## config.mk

```make
export PLATFORM = sky130hd
export DESIGN_NAME = novacore_cfg_loader
export DESIGN_NICKNAME = d
export VERILOG_FILES = /design/src/rtl/novacore_cfg_loader.sv
export SDC_FILE = /design/constraint.sdc
export NUM_CORES = 1
export LEC_CHECK = 0
export CORE_AREA = 2 2 88 90
export CTS_CLUSTER_SIZE = 10
export DETAILED_ROUTE_END_ITERATION = 16
export DIE_AREA = 0 0 90 92
export PLACE_DENSITY_LB_ADDON = 0.1
export SYNTH_ARGS = -nofsm -noshare
export SYNTH_HDL_FRONTEND = slang
export SYNTH_SLANG_ARGS = --single-unit
```

## constraint.sdc

```tcl
create_clock -name clk -period 2.8 [get_ports clk]
set_input_delay 0.28 -clock clk [delete_from_list [all_inputs] [get_ports clk]]
set_output_delay 0.28 -clock clk [all_outputs]
set_load 0.1 [all_outputs]
```

## src/rtl/novacore_cfg_loader.sv

```systemverilog
// novacore_cfg_loader: stand-alone configuration sequencer for the NovaCORE fabric.
// It reads a stream of 32-bit header/data words and drives the fabric configuration
// port. Each DIM header or LOAD data word produces one c_clk pulse: CLK_HALF cycles
// low, then CLK_HALF cycles high. The data outputs stay stable for the whole pulse.
module novacore_cfg_loader #(
  parameter int unsigned BUS_W    = 28,
  parameter int unsigned UID_W    = 4,
  parameter int unsigned DIM_W    = 4,
  parameter int unsigned CLK_HALF = 2
) (
  input  logic             clk,
  input  logic             reset_n,
  input  logic             start,
  input  logic             s_valid,
  output logic             s_ready,
  input  logic [31:0]      s_data,
  output logic             mode,
  output logic [BUS_W-1:0] c_bus,
  output logic [UID_W-1:0] c_uid,
  output logic             c_clk,
  output logic [DIM_W-1:0] c_dimension,
  output logic             c_dimswitch,
  output logic             busy,
  output logic             done,
  output logic             err
);

  localparam logic [2:0] ST_IDLE       = 3'd0;
  localparam logic [2:0] ST_FETCH_HDR  = 3'd1;
  localparam logic [2:0] ST_FETCH_DATA = 3'd2;
  localparam logic [2:0] ST_CLK_LO     = 3'd3;
  localparam logic [2:0] ST_CLK_HI     = 3'd4;

  localparam logic [3:0] OP_DIM  = 4'h1;
  localparam logic [3:0] OP_LOAD = 4'h2;
  localparam logic [3:0] OP_END  = 4'hF;

  localparam logic [7:0] HALF_LAST = 8'(CLK_HALF - 1);

  logic [2:0]  state;
  logic [15:0] remain;
  logic [7:0]  phase;
  logic        in_load;
  logic [3:0]  opcode;
  logic [15:0] arg;

  assign opcode = s_data[31:28];
  assign arg    = s_data[15:0];

  // Handshake and status outputs depend only on the current state.
  always_comb begin
    s_ready = (state == ST_FETCH_HDR) || (state == ST_FETCH_DATA);
    busy    = (state != ST_IDLE);
  end

  // Sequencer: fetch words, decode headers, and time the c_clk pulse.
  always_ff @(posedge clk or negedge reset_n) begin
    if (!reset_n) begin
      state       <= ST_IDLE;
      remain      <= '0;
      phase       <= '0;
      in_load     <= 1'b0;
      mode        <= 1'b1;
      c_bus       <= '0;
      c_uid       <= '0;
      c_clk       <= 1'b0;
      c_dimension <= '0;
      c_dimswitch <= 1'b0;
      done        <= 1'b0;
      err         <= 1'b0;
    end else begin
      done <= 1'b0;
      case (state)
        ST_IDLE: begin
          if (start) begin
            mode  <= 1'b1;
            err   <= 1'b0;
            state <= ST_FETCH_HDR;
          end
        end
        ST_FETCH_HDR: begin
          if (s_valid) begin
            case (opcode)
              OP_DIM: begin
                c_dimension <= s_data[DIM_W-1:0];
                c_dimswitch <= 1'b1;
                in_load     <= 1'b0;
                phase       <= '0;
                state       <= ST_CLK_LO;
              end
              OP_LOAD: begin
                c_uid   <= UID_W'(s_data[27:24]);
                remain  <= arg;
                in_load <= (arg != 16'd0);
                state   <= (arg == 16'd0) ? ST_FETCH_HDR : ST_FETCH_DATA;
              end
              OP_END: begin
                mode  <= 1'b0;
                done  <= 1'b1;
                state <= ST_IDLE;
              end
              default: begin
                err   <= 1'b1;
                state <= ST_IDLE;
              end
            endcase
          end
        end
        ST_FETCH_DATA: begin
          if (s_valid) begin
            c_bus  <= s_data[BUS_W-1:0];
            remain <= remain - 16'd1;
            phase  <= '0;
            state  <= ST_CLK_LO;
          end
        end
        ST_CLK_LO: begin
          if (phase == HALF_LAST) begin
            phase <= '0;
            c_clk <= 1'b1;
            state <= ST_CLK_HI;
          end else begin
            phase <= phase + 8'd1;
          end
        end
        ST_CLK_HI: begin
          if (phase == HALF_LAST) begin
            phase <= '0;
            c_clk <= 1'b0;
            if (in_load && (remain != 16'd0)) begin
              state <= ST_FETCH_DATA;
            end else begin
              c_dimswitch <= 1'b0;
              in_load     <= 1'b0;
              state       <= ST_FETCH_HDR;
            end
          end else begin
            phase <= phase + 8'd1;
          end
        end
        default: state <= ST_IDLE;
      endcase
    end
  end

endmodule

```

; ---- Word level (Yosys, flattened, before mapping)
; Cells that the tools add are included.
[totals]
reg_bits = 69
in_bits = 36
output_inout_bits = 43
wordCells = 98
[classes]
add_sub_neg = 2
n_eq_ne = 19
n_mux = 40
n_reduce_logical = 25
[op_table]
columns = cell, n
row1 = 2-to-1 mux 16 bit, 3
row2 = 2-to-1 mux 8 bit, 4
row3 = case mux 16 bit (2 select lines), 1
row4 = nonzero test 16 bit, 2
row5 = case mux 8 bit (3 select lines), 1
row6 = logical NOT 16 bit, 1
row7 = 2-to-1 mux 1 bit, 16
row8 = AND reduction 4 bit, 4
row9 = "subtractor 16 x 1 -> 16 bit, second input constant", 1
row10 = 2-to-1 mux 3 bit, 5
row11 = case mux 3 bit (5 select lines), 1
row12 = AND reduction 5 bit, 3
row13 = "inequality test 2 bit, second input constant", 7
row14 = case mux 1 bit (2 select lines), 6
row15 = AND reduction 3 bit, 3
row16 = "adder 8 x 1 -> 8 bit, second input constant", 1
row17 = "== test 8 x 1 -> 1 bit, second input constant", 1
row18 = nonzero test 2 bit, 4
row19 = "== test 3 x 2 -> 1 bit, second input constant", 2
row20 = "inequality test 2 x 1 -> 1 bit, second input constant", 3
row21 = nonzero test 3 bit, 2
row22 = "== test 4 x 1 -> 1 bit, second input constant", 1
row23 = "== test 4 x 2 -> 1 bit, second input constant", 1
row24 = "== test 4 bit, second input constant", 1
row25 = 11 further kinds, 12

; ---- Logic depth before layout (Yosys ltp)
; Gate-level depths: netlist (run 1).
[depth]
depth_word = 5
ltp_mapped = 8
depth_no_buf = 7

; ---- Worst setup path after synthesis (run 1)
; No wires, ideal clock.
[synth_timing]
path_type = register to output
startpoint = reg state[0]
endpoint = out s_ready
arrival_time_ns = 2.009
required_time_ns = 2.520
slack_ns = 0.511
stages_incl_launch_ff = 6
path_buffers = 3
path_cell_list = dfrtp_1 buf_2 or3b_2 buf_2 clkbuf_1 nand2_1
[synth_between]
elab_chain_len = 2
elab_cells_between_ends = 3
classes_between = eq/ne: 2 / reduce/logical: 1
[synth_rtl]
columns = element, line_no
row1 = "start, declared", 40  ; logic [2:0] state;
row2 = "start signal, assigned", 95  ; state <= (arg == 16'd0) ? ST_FETCH_HDR : ST_FETCH_DATA;
row3 = == test 3 x 1 -> 1 bit / == test 3 x 2 -> 1 bit (equally long branches), 52  ; s_ready = (state == ST_FETCH_HDR) || (state == ST_FETCH_DATA);
row4 = logical OR 1 bit *, 52
row5 = "end, declared", 15  ; output logic s_ready,
; Every way passes the cells marked *; elsewhere a longest branch is shown, timed or not.

; ---- Final worst setup path (run 1)
[layout_timing]
startpoint = reg state[1]
endpoint = out s_ready
; Same word-level chain as after synthesis.

==> impl_metrics.ini, run 1 <==
[final_layout]
syn_to_final_growth_pct = 28.9
drive_gt1_share_pct = 28.4
postLayoutCoreUtil_pct = 61.6
n_antenna_cell = 0
fillCellCount = 630
nets = 447

[logic_synthesis]
synth.top_cell.area_share_pct = 47.8
netlist_top_cells_area = dfrtp_1 (48%), mux2_4 (8.4%), o21ai_0 (5.5%)
avgSynthCellArea_um2 = 10.8
synth_cells = 328
syn_nets = 368
synth_cell_type_count = 55
yosys_warnings = 0
synth_common_cells = dfrtp_1 (68), o21ai_0 (39), nor2_1 (24)
ys_seq_area_share_pct = 48.6
synth-async-reset-ratio_pct = 100
synth-seq-cells = 69
synth_most_common_cell = dfrtp_1
synthFlopType = dfrtp_1
synth_edf_count = 0
yosysTopAreaCell = dfrtp_1
syn-cell-area_um2 = 3560

[die]
pin_count = 79
die-area_um2 = 8280
die_h_um = 92
rows = 32
die_w_um = 90
initial_core_util_pct = 47.8
core_area_um2 = 7450

[route]
drt_iter0_drc = 200
dr.pass1.iters = 5
drt-total-wl_um = 8100
drcViolationCount = 0
antenna_left = 0
vias_per_cell = 5.49
vias = 2822
post_drt_wl_per_cell_um = 15.8

[critical_path]
critPathCaptureType = primary output
critPathTopFamily = simple AND/OR/NAND/NOR gates
rr_endpoint = remain[6]
criticalPathCategory = reg2out
cp_num_buf_inv = 1
r2r_start = state[1]
critPathArrivalTime_ps = 1970
crit_path_max_incr_delay_ps = 680
regToRegSetupSlack_ps = 640
slowest_stage = or3b_2
cp_max_fo = 15
crit_chain = or3b_2, nand2_1, buf_12
start_kind = register
cp.required_ps = 2520
rr_worst_depth = 5

[worst_hold_path]
holdCritStartpoint = mode
whs_endpoint = mode
min-delay-path-class = reg2reg
whs_path_depth = 2

[sta]
min_period_ps = 2250
setup_viol = 0
tns_ps = 0
finalHoldViolations = 0
clock_skew_ps = 7.66
grt_setup_unrepaired = false
fin_crit_sh_pct = 80.4
tightest_slew_ps = 712
clock.fmax_ghz = 0.444
slew_headroom_pct = 52.6
slew_violations = 0

[grt]
grt_overflow = 0
grt_usage_pct = 20.4
antenna_found_initial = 0
grt_pass1_vias = 2731
grt_pass1_wl_um = 13500
grt_max_degree = 41

[placed_design]
routabilityCongestion = 0.803
port_buffers = 78
post-dp-hpwl_um = 5730

[clock_tree]
cts_max_path_buffers = 2
h-tree-depth = 3
cts-root-buf = clkbuf_8
cts_tree = done
ctsHoldBuffers = 1
cts_resized = 0
clkLatencyLatePin_ps = 350
cts_setup_buffers = 0
clk_pin_slew_worst_paths_ps = 70
clock-sinks = 69
numCtsBuffers = 9

[status]
status = finished clean

[job]
drv_cap = 0
-- cells by family (layout without fill, tap and decap cells) --
family,Yosys count,after routing,share of synthesized area [%]
AND/OR/NAND/NOR,102,102,16.6
AO/OA/AOI/OAI,89,89,15.3
flip-flops,69,69,48.6
multiplexers,37,37,13.8
buffers and inverters,24,108,3.66
adder cells (fa/ha/maj),4,4,1.41
XOR/XNOR,3,3,0.739
-- layer usage --
layer | wire length (um) | track usage [%]
met5 | 0 | 0
met4 | 152 | 7.69
met3 | 387 | 5.59
met2 | 3640 | 30.3
met1 | 3930 | 28.7
-- registers in the layout (all words and copies together) (netlist names), 3 cells and up --
register / cells
phase: 8
remain: 16
c_bus: 28
state: 3
c_dimension: 4
c_uid: 4
-- worst min-delay path, stage by stage, from the launching register on --
cell and delay (ps):
dfstp_2 370, o21ai_0 60, nand2_1 50
-- layout make-up --
| class | count | area (um2) | area share (%) |
|---|---|---|---|
| inverter | 5 | 18.8 | 0.409 |
| clock inverter | 6 | 86.3 | 1.88 |
| timing repair buffer | 87 | 788 | 17.2 |
| sequential | 69 | 1730 | 37.7 |
| clock buffer | 10 | 138 | 3.00 |
| multi-input combinational | 235 | 1700 | 37.1 |
| tap | 102 | 128 | 2.78 |
-- worst max-delay path by stage --
| stage | from | to | slack [ps] | cells after the start |
|---|---|---|---|---|
| after floorplan | state[0] | s_ready | 510 | 5 |
| after global routing | state[1] | remain[14] | 450 | 5 |
| after global placement | s_data[29] | c_bus[13] | 380 | 7 |
| final | state[1] | s_ready | 550 | 3 |
| after CTS | state[1] | s_ready | 550 | 3 |
| after detailed placement | s_data[29] | c_bus[9] | 340 | 7 |
-- metrics by stage --
stage	instance area (um2)	hold WS, ps	worst slack (ps)	cells
after global placement	4350	376	379	497
after CTS	4590	491	550	514
final	4590	485	548	514
after global routing	4590	516	446	514
after detailed placement	4350	378	336	497
after floorplan	3560	-15.6	511	328
-- layout by cell type, fill, tap and decap left out, types with 3 or more instances in the layout --
cell type,count
nor3b_1,3
clkbuf_8,10
ha_1,4
clkdlybuf4s50_1,34
o22ai_1,5
nand3_1,6
o31ai_1,4
nor4_1,9
a21oi_1,19
dfrtp_1,68
nand2_1,17
buf_4,47
nor2_1,24
or3_1,4
nor3_1,6
mux2_2,16
o2bb2ai_1,4
and3_1,6
o21ai_0,39
nand2b_1,4
a22oi_1,4
buf_12,4
inv_1,5
mux2_4,20
Power of run 1 is left out: the tool's default activity adds up to more than one toggle a clock period on the data nets, which glitch-free logic cannot reach.
==> run 2, diff against run 1 <==
--- a/config.mk
+++ b/config.mk
@@ -5,10 +5,10 @@
 export SDC_FILE = /design/constraint.sdc
 export NUM_CORES = 1
 export LEC_CHECK = 0
-export CORE_AREA = 2 2 88 90
+export CORE_AREA = 2 2 91 93
 export CTS_CLUSTER_SIZE = 10
 export DETAILED_ROUTE_END_ITERATION = 16
-export DIE_AREA = 0 0 90 92
+export DIE_AREA = 0 0 93 95
 export PLACE_DENSITY_LB_ADDON = 0.1
 export SYNTH_ARGS = -nofsm -noshare
 export SYNTH_HDL_FRONTEND = slang
==> constraint.sdc (replaced) <==
create_clock -name clk -period 1.8 [get_ports clk]
set_input_delay 0.18 -clock clk [delete_from_list [all_inputs] [get_ports clk]]
set_output_delay 0.18 -clock clk [all_outputs]
set_load 0.1 [all_outputs]
==> run 2 against run 1 <==
The run now ends with setup timing left. Worst hold slack lost 120 ps. Count of clock-buffer cells in the layout rose by 1. Via count increased by 17%. Non-clock buffer count grew 87. Register-to-register slack lost 760 ps. Cell area grew 25%.
==> impl_metrics.ini, run 2 (synthesis gave the netlist of run 1 again) <==
[grt]
grt_overflow = 0
grt_pass1_vias = 3314
grt_pass1_wl_um = 16300
grt_max_degree = 70
grt_usage_pct = 23.8
antenna_found_initial = 0

[sta]
clock.fmax_ghz = 0.522
worst_slack_ps = -116
clock_skew_ps = 10.2
min_period_ps = 1920
tightest_slew_ps = 402
grt_setup_unrepaired = true
slew_headroom_pct = 73.1
fin_crit_sh_pct = 106
setup_viol = 34
finalHoldViolations = 0
slew_violations = 0

[final_layout]
drive_gt1_share_pct = 49.7
largest_register = c_bus
fillCellCount = 571
postLayoutCoreUtil_pct = 72.1
seqCellArea_um2 = 1730
nets = 534
syn_to_final_growth_pct = 60.7
n_antenna_cell = 0
final_common_cell = buf_4
finalNonFillerCells = 604
multi_input_area_um2 = 2020
largest_reg_flops = 28
final_cell_mix = buf_4 (114), dfrtp_1 (68), clkdlybuf4s50_1 (31), mux2_4 (28), nor2_1 (22)
reg_top3 = c_bus (28), remain (16), phase (8)
finalInstanceArea_um2 = 5720

[placed_design]
post-place-ws_ps = -468
post-place-cells = 575
routabilityCongestion = 0.839
port_buffers = 78
dpl_cell_area_um2 = 4960
post-dp-hpwl_um = 7040

[route]
drt-total-wl_um = 10600
dr.pass1.iters = 4
drt_iter0_drc = 170
post_drt_wl_per_cell_um = 17.6
vias_per_cell = 5.47
drcViolationCount = 0
antenna_left = 0
vias = 3305

[clock_tree]
cts-root-buf = clkbuf_8
clk_pin_slew_worst_paths_ps = 80
cts_tree = done
clkLatencyLatePin_ps = 360
clock-sinks = 69
numCtsBuffers = 9
cts_max_path_buffers = 2
h-tree-depth = 3

[critical_path]
criticalPathCategory = reg2reg
crit_path_max_incr_delay_ps = 470
rr_worst_depth = 7
cp.required_ps = 2030
cp_max_fo = 2
critPathCaptureType = register
rr_endpoint = in_load
regToRegSetupSlack_ps = -120
slowest_stage = or4b_4
crit_chain = inv_1, ha_1, or4b_4, or2_4, o221a_2, a31oi_1, o21ai_1
critPathArrivalTime_ps = 2150
r2r_start = phase[1]
start_kind = register

[job]
drv_cap = 0

[status]
status = finished, violations left
violations = setup timing

[worst_hold_path]
holdCritStartpoint = s_data[28]
min-delay-path-class = in2reg
whs_endpoint = done
whs_path_depth = 4

[die]
die_h_um = 95
core_area_um2 = 7930
initial_core_util_pct = 44.9
die-area_um2 = 8840
pin_count = 79
die_w_um = 93
rows = 33
-- run 2: changes by cell type in the layout (fill, tap and decap cells not counted), sizes merged --
cell,before,now
buf,52,137
clkbuf,10,13
clkdlybuf4s50,34,31
dlygate4sd2,0,3
clkinv,3,1
inv,5,6
-- run 2: area by class of cell --
type | count | share of cell area, %
tap | 105 | 2.30
clock buffer | 11 | 2.65
multi-input combinational | 235 | 35.4
sequential | 69 | 30.2
inverter | 5 | 0.328
clock inverter | 5 | 1.42
timing repair buffer | 174 | 27.7
-- run 2: worst max path at each step --
stage                     startpoint       end  slack [ps]  cells past startpoint
after global routing        phase[1]   in_load        -200                      7
after global placement    s_data[28]  c_bus[7]        -440                      7
after floorplan             phase[1]   in_load        -120                      8
after detailed placement  s_data[28]  c_bus[8]        -470                      7
final                       phase[1]   in_load        -120                      7
after CTS                  remain[1]  state[1]        -120                      6
-- run 2: routing by layer --
layer	wire (um)	part of all wire [%]	up-vias	track usage [%]
li1	-	-	1547	-
met1	4600	43	1620	33.2
met2	5120	48	111	37.5
met3	646	6.1	27	4.23
met4	270	2.5	0	8.58
met5	0	0	-	0
-- run 2: timing repair --
action	4_1_cts	5_1_grt
setup buffers	4	6
resized for setup	39	68
pin swaps	11	23
hold endpoints to repair	68	0
hold buffers	1	0
cloned	1	1
setup endpoints to repair	56	64
-- run 2: stage by stage --
step           TNS, ps  hold WS (ps)
2_1_floorplan    -1950          -116
3_3_place_gp    -20800           235
3_5_place_dp    -21460           255
4_1_cts          -1000           372
5_1_grt          -5650           403
6_report         -1870           369
-- run 2: worst max-delay path: cells and delay by family, from the launching register on --
kind / cells / cell delay [ps]
buffers and inverters: 1 / 50
flip-flops: 1 / 380
adder cells (fa/ha/maj): 1 / 130
AND/OR/NAND/NOR: 2 / 730
AO/OA/AOI/OAI: 3 / 500
Power of run 2 is left out for the same reason.
